--- src/rtl/jpegls_pipe_pkg.sv ---
`default_nettype none
// ============================================================================
//  Module   : jpegls_pipe_pkg
//  Purpose  : Shared DEPTH bounds and occupancy-width helper for the elastic
//             pipeline register.
//  Revision : 1.0 - initial release
// ============================================================================
package jpegls_pipe_pkg;

    localparam int DEPTH_MIN = 1;
    localparam int DEPTH_MAX = 8;

    // Counter must represent 0..depth inclusive.
    function automatic int occ_width(input int depth);
        return (depth < 1) ? 1 : $clog2(depth + 1);
    endfunction

endpackage
`default_nettype wire

--- src/rtl/pipe_stage.sv ---
`default_nettype none
// ============================================================================
//  Module   : pipe_stage
//  Purpose  : One data+valid register of the elastic pipeline.
//  Revision : 1.0 - initial release
// ============================================================================
module pipe_stage #(
    parameter int               WIDTH     = 8,
    parameter logic [WIDTH-1:0] RESET_VAL = WIDTH'(1)
) (
    input  logic             clk,
    input  logic             rst,
    input  logic             i_load,
    input  logic             i_valid,
    input  logic [WIDTH-1:0] i_data,
    output logic             o_valid,
    output logic [WIDTH-1:0] o_data
);

    logic             r_valid;
    logic [WIDTH-1:0] r_data;

    always_ff @(posedge clk) begin
        if (rst) begin
            r_valid <= 1'b0;
            r_data  <= RESET_VAL;
        end else if (i_load) begin
            r_valid <= i_valid;
            r_data  <= i_data;
        end
    end

    assign o_valid = r_valid;
    assign o_data  = r_data;

endmodule
`default_nettype wire

--- src/rtl/elastic_pipe_reg.sv ---
`default_nettype none
// ============================================================================
//  Module   : elastic_pipe_reg
//  Purpose  : DEPTH-stage valid/ready pipeline with combinational backward
//             ready, bubble collapsing, flush and an occupancy counter.
//  Revision : 1.0 - initial release
// ============================================================================
module elastic_pipe_reg
    import jpegls_pipe_pkg::*;
#(
    parameter int               WIDTH     = 8,
    parameter int               DEPTH     = 2,
    parameter logic [WIDTH-1:0] RESET_VAL = WIDTH'(1)
) (
    input  logic                          clk,
    input  logic                          reset,
    input  logic                          enable,
    input  logic                          flush,
    input  logic                          validIn,
    input  logic [WIDTH-1:0]              dataIn,
    output logic                          readyOut,
    output logic                          validOut,
    output logic [WIDTH-1:0]              dataOut,
    input  logic                          readyIn,
    output logic [occ_width(DEPTH)-1:0]   occupancy
);

    localparam int                c_occ_w   = occ_width(DEPTH);
    localparam logic [c_occ_w-1:0] c_occ_one = c_occ_w'(1);

    if (DEPTH < DEPTH_MIN || DEPTH > DEPTH_MAX) begin : g_depth_bad
        $error("elastic_pipe_reg: DEPTH out of range");
    end

    logic [DEPTH-1:0]   w_valid;
    logic [WIDTH-1:0]   w_data [DEPTH];
    logic [DEPTH-1:0]   w_adv;
    logic               w_clear;
    logic               w_in_xfer;
    logic               w_out_xfer;
    logic [c_occ_w-1:0] r_occ;

    // Ready ripples from the output stage back to the input so bubbles collapse.
    always_comb begin
        w_adv            = '0;
        w_adv[DEPTH-1]   = enable & (~w_valid[DEPTH-1] | readyIn);
        for (int i = DEPTH - 2; i >= 0; i--) begin
            w_adv[i] = enable & (~w_valid[i] | w_adv[i+1]);
        end
    end

    assign w_clear    = reset | flush;
    assign readyOut   = w_adv[0] & ~flush & ~reset;
    assign w_in_xfer  = validIn & readyOut;
    assign w_out_xfer = validOut & readyIn & enable;

    for (genvar gi = 0; gi < DEPTH; gi++) begin : g_stage
        logic             w_stage_valid;
        logic [WIDTH-1:0] w_stage_data;

        if (gi == 0) begin : g_head
            // Without a transfer the head stage empties but keeps its old data.
            assign w_stage_valid = w_in_xfer;
            assign w_stage_data  = w_in_xfer ? dataIn : w_data[0];
        end else begin : g_body
            assign w_stage_valid = w_valid[gi-1];
            assign w_stage_data  = w_data[gi-1];
        end

        pipe_stage #(
            .WIDTH     (WIDTH),
            .RESET_VAL (RESET_VAL)
        ) u_stage (
            .clk     (clk),
            .rst     (w_clear),
            .i_load  (w_adv[gi]),
            .i_valid (w_stage_valid),
            .i_data  (w_stage_data),
            .o_valid (w_valid[gi]),
            .o_data  (w_data[gi])
        );
    end

    always_ff @(posedge clk) begin
        if (w_clear) begin
            r_occ <= '0;
        end else if (w_in_xfer && !w_out_xfer) begin
            r_occ <= r_occ + c_occ_one;
        end else if (!w_in_xfer && w_out_xfer) begin
            r_occ <= r_occ - c_occ_one;
        end
    end

    assign validOut  = w_valid[DEPTH-1];
    assign dataOut   = w_data[DEPTH-1];
    assign occupancy = r_occ;

endmodule
`default_nettype wire
--- config.mk ---
export PLATFORM = sky130hd
export DESIGN_NAME = elastic_pipe_reg
export DESIGN_NICKNAME = d
export VERILOG_FILES = /design/src/rtl/jpegls_pipe_pkg.sv /design/src/rtl/pipe_stage.sv /design/src/rtl/elastic_pipe_reg.sv
export SDC_FILE = /design/constraint.sdc
export NUM_CORES = 1
export LEC_CHECK = 0
export ABC_AREA = 1
export CORE_MARGIN = 2
export CORE_UTILIZATION = 40
export CTS_BUF_LIST = sky130_fd_sc_hd__clkbuf_8
export DETAILED_ROUTE_END_ITERATION = 10
export PLACE_DENSITY_LB_ADDON = 0.08
export SLEW_MARGIN = 20
export SYNTH_ARGS = -nofsm -noshare
export SYNTH_HDL_FRONTEND = slang
export SYNTH_SLANG_ARGS = --single-unit
--- constraint.sdc ---
create_clock -name clk -period 1.55 [get_ports clk]
set_input_delay 0.3875 -clock clk [delete_from_list [all_inputs] [get_ports clk]]
set_output_delay 0.3875 -clock clk [all_outputs]
set_load 0.01 [all_outputs]
==> results of run 1 <==
==> logic make-up (layout without fill, tap and decap cells) <==
logic type,Yosys count,in the layout,share of synthesized area (%)
compound gates,20,20,11.2
buf+inv,35,75,15.3
fa+ha+maj,1,1,1.37
simple gates,49,49,28.2
flops,20,20,43.8
==> final cells by class <==
type,instances,area [µm²]
clock buffer,3,41.3
clock inverter,1,30.0
fill,208,803
inverter,32,120
multi-input combinational,70,400
sequential,20,402
tap,28,35.0
timing repair buffer,39,359
==> tightest hold or removal path, delay by kind of cell, from the launching register on <==
family                 cells  cell delay [ns]
buffers and inverters      1             0.06
AOI/OAI and AO/OA          1             0.05
DFF                        1             0.30
==> cell usage after synthesis, types with 2 or more instances <==
library cell and count:
inv_1 29, nand2_1 22, dfxtp_1 20, nor2_1 10, a21oi_1 9, nand4_1 8
o21ai_0 8, nand3_1 3, buf_4 2, inv_2 2, nand2_4 2, o21ai_1 2
==> per-stage QoR <==
stage	utilization (%)	TNS, ns	worst slack (ns)	area (µm²)
final	63.3	0	0.0438	1390
after global routing	63.3	-0.0181	-0.0181	1390
after global placement	58.0	-4.04	-0.620	1270
after CTS	62.6	0	0.00936	1370
after floorplan	-	0	0.00823	915
after detailed placement	58.0	-4.57	-0.629	1270
==> timing repair <==
action / in CTS / in global routing
hold buffers: 0 / 0
gates cloned: 0 / 0
buffers inserted: 2 / 0
resized for setup: 18 / 10
pin swaps: 2 / 1
endpoints found under the setup margin: 4 / 5
==> final timing paths <==
kind,depth (start not counted),from,endpoint
hold reg to reg,2,g_stage[0].u_stage.o_data[1],g_stage[1].u_stage.o_data[1]
hold / removal,2,g_stage[0].u_stage.o_data[1],g_stage[1].u_stage.o_data[1]
setup reg to reg,12,g_stage[1].u_stage.o_valid,occupancy[1]
setup / recovery,1,g_stage[1].u_stage.o_data[0],dataOut[0]
==> where the power goes <==
group | internal [mW] | switching (mW)
registers | 0.526 | 0.00500
clock network | 0.344 | 0.168
logic | 0.0827 | 0.0754
==> registers in the layout, indices dropped and copies added (netlist names) <==
name and count:
g_stage.u_stage.o_valid 2, occupancy 2, g_stage.u_stage.o_data 16
==> routing by layer <==
layer  track usage [%]  routed length (µm)  up-vias
met4              5.26                   9        0
met2              32.3                 970       15
met3              2.59                  59        2
li1                  -                   -      465
met1              18.7                 820      379
met5                 0                   0        -
==> results.yml, run 1 <==
status:
  status: "completed"
clock_tree:
  cts_root_buf: "clkbuf_8"
  cts_tree: "yes"
  h-tree-depth: 1
  cts_made_buffers: 3
  clk_latency_ns: 0.25
  cts.path.max_buffers: 2
  cts_sinks: 20
  cts.clk_slew.worst_paths_ns: 0.08
power_and_ir_drop:
  p_per_area_nw_per_um2: 865
  p_total_mw: 1.20
  worst_ir_drop_vdd_v: 0.000494
  power_leakage_nw: 0.729
grt:
  overflow: 0
  antenna_found_initial: 0
  grt_pass1_wl_um: 3380
  grtUsageTotal_pct: 16.8
  grt_pass1_vias: 846
  grt_max_degree: 16
cells_and_area:
  area_growth_pct: 51.9
  layout-drive-gt1-share_pct: 22.4
  diodes: 0
  final_common_cell: "inv_1"
  stdcell_count: 193
  nets: 181
  final_cell_mix: "inv_1, nand2_1, dfxtp_1, clkdlybuf4s50_1, buf_4"
yosys:
  yosys.area.top_type: "dfxtp_1"
  netlist_area_um2: 913
  yosysSeqAreaShare_pct: 43.8
  synthesis.nets: 140
  ys.flop_type: "dfxtp_1"
  async_reset_ff_share_pct: 0
  yosys_warnings: 0
  synth_enable_flop_cells: 0
  synth_cell_types: 20
  synth_area_leaders: "dfxtp_1, inv_1, nand2_1"
  syn_area_per_cell_um2: 7.31
  yosys.area.top_type_share_pct: 43.8
  synthCells: 125
  ys_ff_latch: 20
placed_design:
  dp.cells: 187
  port_buffers: 25
  place_congestion: 0.749
  dp_hpwl_um: 1340
sta:
  finalHoldWorstSlack_ns: 0.451
  finalHoldViolations: 0
  finalCritPeriodShare_pct: 97.2
  worst_slew_pin_slew_ns: 0.218
  skew_ns: 0.00507
  relSlewSlack_pct: 85.5
  max_freq_mhz: 664
  min_period_ns: 1.51
  finalSetupViolations: 0
  rsz0062_at_grt: "true"
  slew_viol_final: 0
setup_path:
  rrSetupSlack_ns: 0.13
  worstPathArrival_ns: 1.12
  crit_chain: "clkdlybuf4s50_1"
  critPathSlowestCell: "clkdlybuf4s50_1"
  crit_family: "buffers and inverters"
  cp-start-kind: "flop"
  worstSetupPathType: "reg2out"
  required_ns: 1.16
  end_kind: "primary output"
  critPathMaxFanout: 2
  critPathBufInv: 1
  critical_path.max_stage_delay_ns: 0.54
drt:
  drc_errors: 0
  drtIter0Drc: 3
  final_antenna_net_count: 0
  vias_per_cell: 4.46
  dr.pass1.iters: 4
  routedWlPerCell_um: 9.63
  vias: 861
  wirelength_um: 1860
die:
  dieArea_um2: 2680
  core-area_um2: 2190
  io_pins: 26
  die_w_um: 51.8
  dieHeight_um: 51.8
  initial_core_util_pct: 41.7
  rows: 17
worst_hold_path:
  hold_path_class: "reg2reg"
flow_run:
  maxCapViolations: 0
Note: power is estimated with default switching activity, not from simulation.
==> run 2, diff against run 1 <==
--- a/config.mk
+++ b/config.mk
@@ -6,10 +6,12 @@
 export NUM_CORES = 1
 export LEC_CHECK = 0
 export ABC_AREA = 1
+export ABC_CLOCK_PERIOD_IN_PS = 1550
 export CORE_MARGIN = 2
 export CORE_UTILIZATION = 40
 export CTS_BUF_LIST = sky130_fd_sc_hd__clkbuf_8
 export DETAILED_ROUTE_END_ITERATION = 10
+export MAX_ROUTING_LAYER = met4
 export PLACE_DENSITY_LB_ADDON = 0.08
 export SLEW_MARGIN = 20
 export SYNTH_ARGS = -nofsm -noshare
==> run 2 against run 1 <==
  * Die area is the same
  * Total power is essentially flat
  * Clock power hardly changed
  * Flip-flop and latch count is the same
  * Final cell count unchanged
  * Global-route usage increased by 0.38 points
  * Setup slack about the same
  * Via count fell by 0.93%
  * Combinational power about the same
  * Worst hold slack barely moved
  * Sequential power about the same
  * Sequential share of layout area did not move
  * Critical path type unchanged
  * Largest power group unchanged
==> results.yml, run 2 (synthesis results as in run 1) <==
status:
  status: "completed"
sta:
  worst_slew_pin_slew_ns: 0.218
  timing.final.ws_setup_ns: 0.0438
  max_freq_mhz: 664
  skew_ns: 0.00492
  rsz0062_at_grt: "true"
  slew_viol_final: 0
  finalHoldWorstSlack_ns: 0.451
  finalSetupViolations: 0
  relSlewSlack_pct: 85.5
  min_period_ns: 1.51
  finalCritPeriodShare_pct: 97.2
  tns_ns: 0
  finalHoldViolations: 0
cells_and_area:
  final_common_cell: "inv_1"
  layout-drive-gt1-share_pct: 22.4
  fillers: 208
  largest_reg_flops: 16
  diodes: 0
  nets: 181
  final_cell_mix: "inv_1, nand2_1, dfxtp_1, clkdlybuf4s50_1, buf_4"
  area_growth_pct: 51.9
die:
  rows: 17
  io_pins: 26
  dieArea_um2: 2680
  core-area_um2: 2190
  initial_core_util_pct: 41.7
  die_w_um: 51.8
  dieHeight_um: 51.8
setup_path:
  crit_family: "buffers and inverters"
  rrSetupSlack_ns: 0.13
  critical_path.max_stage_delay_ns: 0.54
  worstPathArrival_ns: 1.12
  crit_chain: "clkdlybuf4s50_1"
  critPathMaxFanout: 2
  cp-start-kind: "flop"
  worstSetupPathType: "reg2out"
  end_kind: "primary output"
  critPathBufInv: 1
  required_ns: 1.16
  critPathSlowestCell: "clkdlybuf4s50_1"
placed_design:
  dp_hpwl_um: 1340
  port_buffers: 25
  place_ws_ns: -0.629
  place_congestion: 0.758
grt:
  grt_max_degree: 16
  antenna_found_initial: 0
  grt_pass1_wl_um: 3380
  grtUsageTotal_pct: 17.2
  grt_pass1_vias: 847
  overflow: 0
drt:
  drc_errors: 0
  routedWlPerCell_um: 9.62
  dr.pass1.iters: 4
  vias_per_cell: 4.42
  wirelength_um: 1860
  final_antenna_net_count: 0
  drtIter0Drc: 3
  vias: 853
power_and_ir_drop:
  p_total_mw: 1.20
  worst_ir_drop_vdd_v: 0.000494
  p_per_area_nw_per_um2: 865
  power_leakage_nw: 0.729
clock_tree:
  h-tree-depth: 1
  holdBufCountCts: 0
  cts_sinks: 20
  clk_latency_ns: 0.25
  cts_made_buffers: 3
  cts_root_buf: "clkbuf_8"
  cts.path.max_buffers: 2
  cts_tree: "yes"
  cts.clk_slew.worst_paths_ns: 0.08
flow_run:
  maxCapViolations: 0
worst_hold_path:
  hold_path_class: "reg2reg"
==> run 2: area by class of cell <==
cell class	instances	area [µm²]	share of cell area, %
Clock buffer	3	41.3	2.98
Clock inverter	1	30.0	2.16
Inverter	32	120	8.66
Multi-Input combinational cell	70	400	28.9
Sequential cell	20	402	28.9
Tap cell	28	35.0	2.52
Timing Repair Buffer	39	359	25.9
==> run 2: per-stage QoR <==
step,utilization (%),std cells,area [µm²]
floorplan,-,125,915
global placement,58.0,187,1270
detailed placement,58.0,187,1270
CTS,62.6,193,1370
global route,63.3,193,1390
finish,63.3,193,1390
==> run 2: worst paths after layout <==
path | startpoint | endpoint | cells past startpoint
max | g_stage[1].u_stage.o_data[0] | dataOut[0] | 1
min | g_stage[0].u_stage.o_data[4] | g_stage[1].u_stage.o_data[4] | 2
max reg2reg | g_stage[1].u_stage.o_valid | occupancy[1] | 12
min reg2reg | g_stage[0].u_stage.o_data[4] | g_stage[1].u_stage.o_data[4] | 2
==> run 2: per-layer routing <==
layer  wire length (µm)  track usage, %  up-vias
met5                  0               -        -
met4                  9            5.26        0
met3                 50            2.59        2
met2                970            32.5       11
met1                825            18.3      375
li1                   -               -      465
==> run 2: what timing repair did <==
item	4_1_cts	5_1_grt
setup endpoints to repair	4	5
resized for setup	18	10
setup buffers	2	0
pin swaps	2	1
==> run 2: report_power, final <==
part / leakage (nW) / total [mW] / internal (mW) / switching, mW
Combinational: 0.530 / 0.158 / 0.0827 / 0.0753
Clock: 0.0357 / 0.512 / 0.344 / 0.168
Sequential: 0.163 / 0.531 / 0.526 / 0.00496
Total: 0.729 / 1.20 / 0.953 / 0.248
==> run 3, diff against run 2 <==
--- a/config.mk
+++ b/config.mk
@@ -7,8 +7,10 @@
 export LEC_CHECK = 0
 export ABC_AREA = 1
 export ABC_CLOCK_PERIOD_IN_PS = 1550
+export CELL_PAD_IN_SITES_DETAIL_PLACEMENT = 1
+export CELL_PAD_IN_SITES_GLOBAL_PLACEMENT = 1
 export CORE_MARGIN = 2
-export CORE_UTILIZATION = 40
+export CORE_UTILIZATION = 31
 export CTS_BUF_LIST = sky130_fd_sc_hd__clkbuf_8
 export DETAILED_ROUTE_END_ITERATION = 10
 export MAX_ROUTING_LAYER = met4
==> constraint.sdc (replaced) <==
create_clock -name clk -period 1.55 [get_ports clk]
set_input_delay 0.3875 -clock clk [delete_from_list [all_inputs] [get_ports clk]]
set_output_delay 0.3875 -clock clk [all_outputs]
set_load 0.1 [all_outputs]
==> run 3 against run 2 <==
  * Sequential power grew 0.8%
  * Final cell count decreased by 0.52%
  * Utilization is 9.6 points lower
  * Setup slack better by 0.0075 ns
  * Count of clock-buffer cells in the layout is 1 higher
  * Non-clock buffer count is 4 lower
  * Global-route usage fell by 1.4 points
  * Flip-flop and latch count unchanged
  * Worst hold slack better by 0.0048 ns
  * Clock power is 23% lower
  * Critical path depth is 3 higher
  * Critical endpoint is now readyOut
  * Largest power group unchanged
==> results.yml, run 3 (synthesis results as in run 1) <==
placed_design:
  place_congestion: 0.733
  dpl-instance-area_um2: 1450
  dp_hpwl_um: 1620
  port_buffers: 25
setup_path:
  reg2reg_to: "occupancy[1]"
  critical_path.max_stage_delay_ns: 0.36
  worstSetupPathType: "reg2out"
  critPathLaunch: "g_stage[1].u_stage.o_valid"
  critPathMaxFanout: 4
  end_kind: "primary output"
  crit_family: "flip-flops"
  rrSetupSlack_ns: 0.20
  crit_top_cell: "nand2_4"
  required_ns: 1.16
  cp-start-kind: "flop"
  critPathBufInv: 1
  r2r-start: "g_stage[1].u_stage.o_valid"
  critPathSlowestCell: "dfxtp_4"
  rr_worst_depth: 11
  crit_chain: "nand2_4, nand2_4, a21boi_4, buf_12"
  worstPathArrival_ns: 1.11
drt:
  dr.pass1.iters: 3
  vias: 870
  drtIter0Drc: 4
  wirelength_um: 2160
  final_antenna_net_count: 0
  routedWlPerCell_um: 11.3
  vias_per_cell: 4.53
  drc_errors: 0
clock_tree:
  holdBufCountCts: 0
  cts_made_buffers: 3
  cts_root_buf: "clkbuf_8"
  h-tree-depth: 1
  cts.path.max_buffers: 2
  clk_latency_ns: 0.26
  cts_sinks: 20
  cts.clk_slew.worst_paths_ns: 0.07
  cts_tree: "yes"
sta:
  relSlewSlack_pct: 84.7
  tns_ns: 0
  min_period_ns: 1.50
  finalSetupViolations: 0
  skew_ns: 0.00630
  finalCritPeriodShare_pct: 96.7
  rsz0062_at_grt: "true"
  worst_slew_pin_slew_ns: 0.229
  finalHoldViolations: 0
  slew_viol_final: 0
  max_freq_mhz: 667
die:
  dieArea_um2: 3400
  io_pins: 26
  core-area_um2: 2780
  dieHeight_um: 58.3
  rows: 19
  die_w_um: 58.3
  initial_core_util_pct: 32.8
worst_hold_path:
  min_to: "g_stage[1].u_stage.o_data[3]"
  hold_path_class: "reg2reg"
  hold_depth: 2
  hold_path_startpoint: "g_stage[0].u_stage.o_data[3]"
grt:
  grt_pass1_wl_um: 3930
  grtUsageTotal_pct: 15.8
  antenna_found_initial: 0
  overflow: 0
  grt_max_degree: 16
  grt_pass1_vias: 867
cells_and_area:
  final_area_um2: 1500
  utilization_pct: 53.8
  diodes: 0
  area_growth_pct: 63.7
  final_common_cell: "inv_1"
  layout-drive-gt1-share_pct: 29.2
  nets: 177
  final_cell_mix: "inv_1, nand2_1, dfxtp_1, buf_12"
  largest_reg_flops: 16
power_and_ir_drop:
  power_leakage_nw: 0.696
  worst_ir_drop_vdd_v: 0.000792
  p_per_area_nw_per_um2: 792
  p_total_mw: 1.18
status:
  status: "completed"
flow_run:
  maxCapViolations: 0
[run 3: power breakdown]
part	internal, mW	switching (mW)	total [mW]
combinational	0.104	0.150	0.253
clock	0.226	0.170	0.396
sequential	0.525	0.0107	0.535
[run 3: final cells by class]
cell class / count / area [µm²]
clock buffers: 4 / 55.1
well taps: 31 / 38.8
fillers: 336 / 1290
inverters: 32 / 144
repair buffers: 35 / 432
flip-flops and latches: 20 / 404
multi-input cells: 70 / 422
[run 3: metrics by stage]
stage | hold WS (ns) | setup WS, ns | std cells
after floorplan | 0.429 | -0.100 | 125
after global placement | 0.437 | -0.417 | 187
after detailed placement | 0.449 | -0.468 | 187
after CTS | 0.459 | -0.00559 | 192
after global routing | 0.488 | -0.00525 | 192
final | 0.456 | 0.0513 | 192
[run 3: per-layer routing]
layer  GRT usage, %  wire, µm  up-vias
li1               -         -      454
met1           18.9       947      397
met2           25.8      1110       15
met3           4.02        75        4
met4           4.98        25        0
met5              -         0        -
[run 3: worst register-to-register path, stage by stage, from the launching register on]
cell and delay, ns:
dfxtp_4 0.37, nand2_4 0.05, nand2_4 0.09, nand2_4 0.06
nand3_4 0.07, inv_2 0.05, ha_4 0.27, a21oi_2 0.03
o21ai_1 0.11, nand2_1 0.07, nand2_1 0.06, nor2_1 0.04
[run 3: worst max path at each step]
stage / cells past startpoint / slack, ns / end
after floorplan: 4 / -0.10 / readyOut
after global placement: 7 / -0.42 / readyOut
after detailed placement: 12 / -0.47 / occupancy[1]
after CTS: 7 / -0.006 / readyOut
after global routing: 4 / -0.005 / readyOut
final: 4 / 0.05 / readyOut
[run 3: repair_timing]
| item | 4_1_cts | 5_1_grt |
|---|---|---|
| pin swaps | 3 | 2 |
| setup endpoints to repair | 3 | 2 |
| gates resized for setup | 16 | 2 |
| buffers inserted | 1 | 1 |
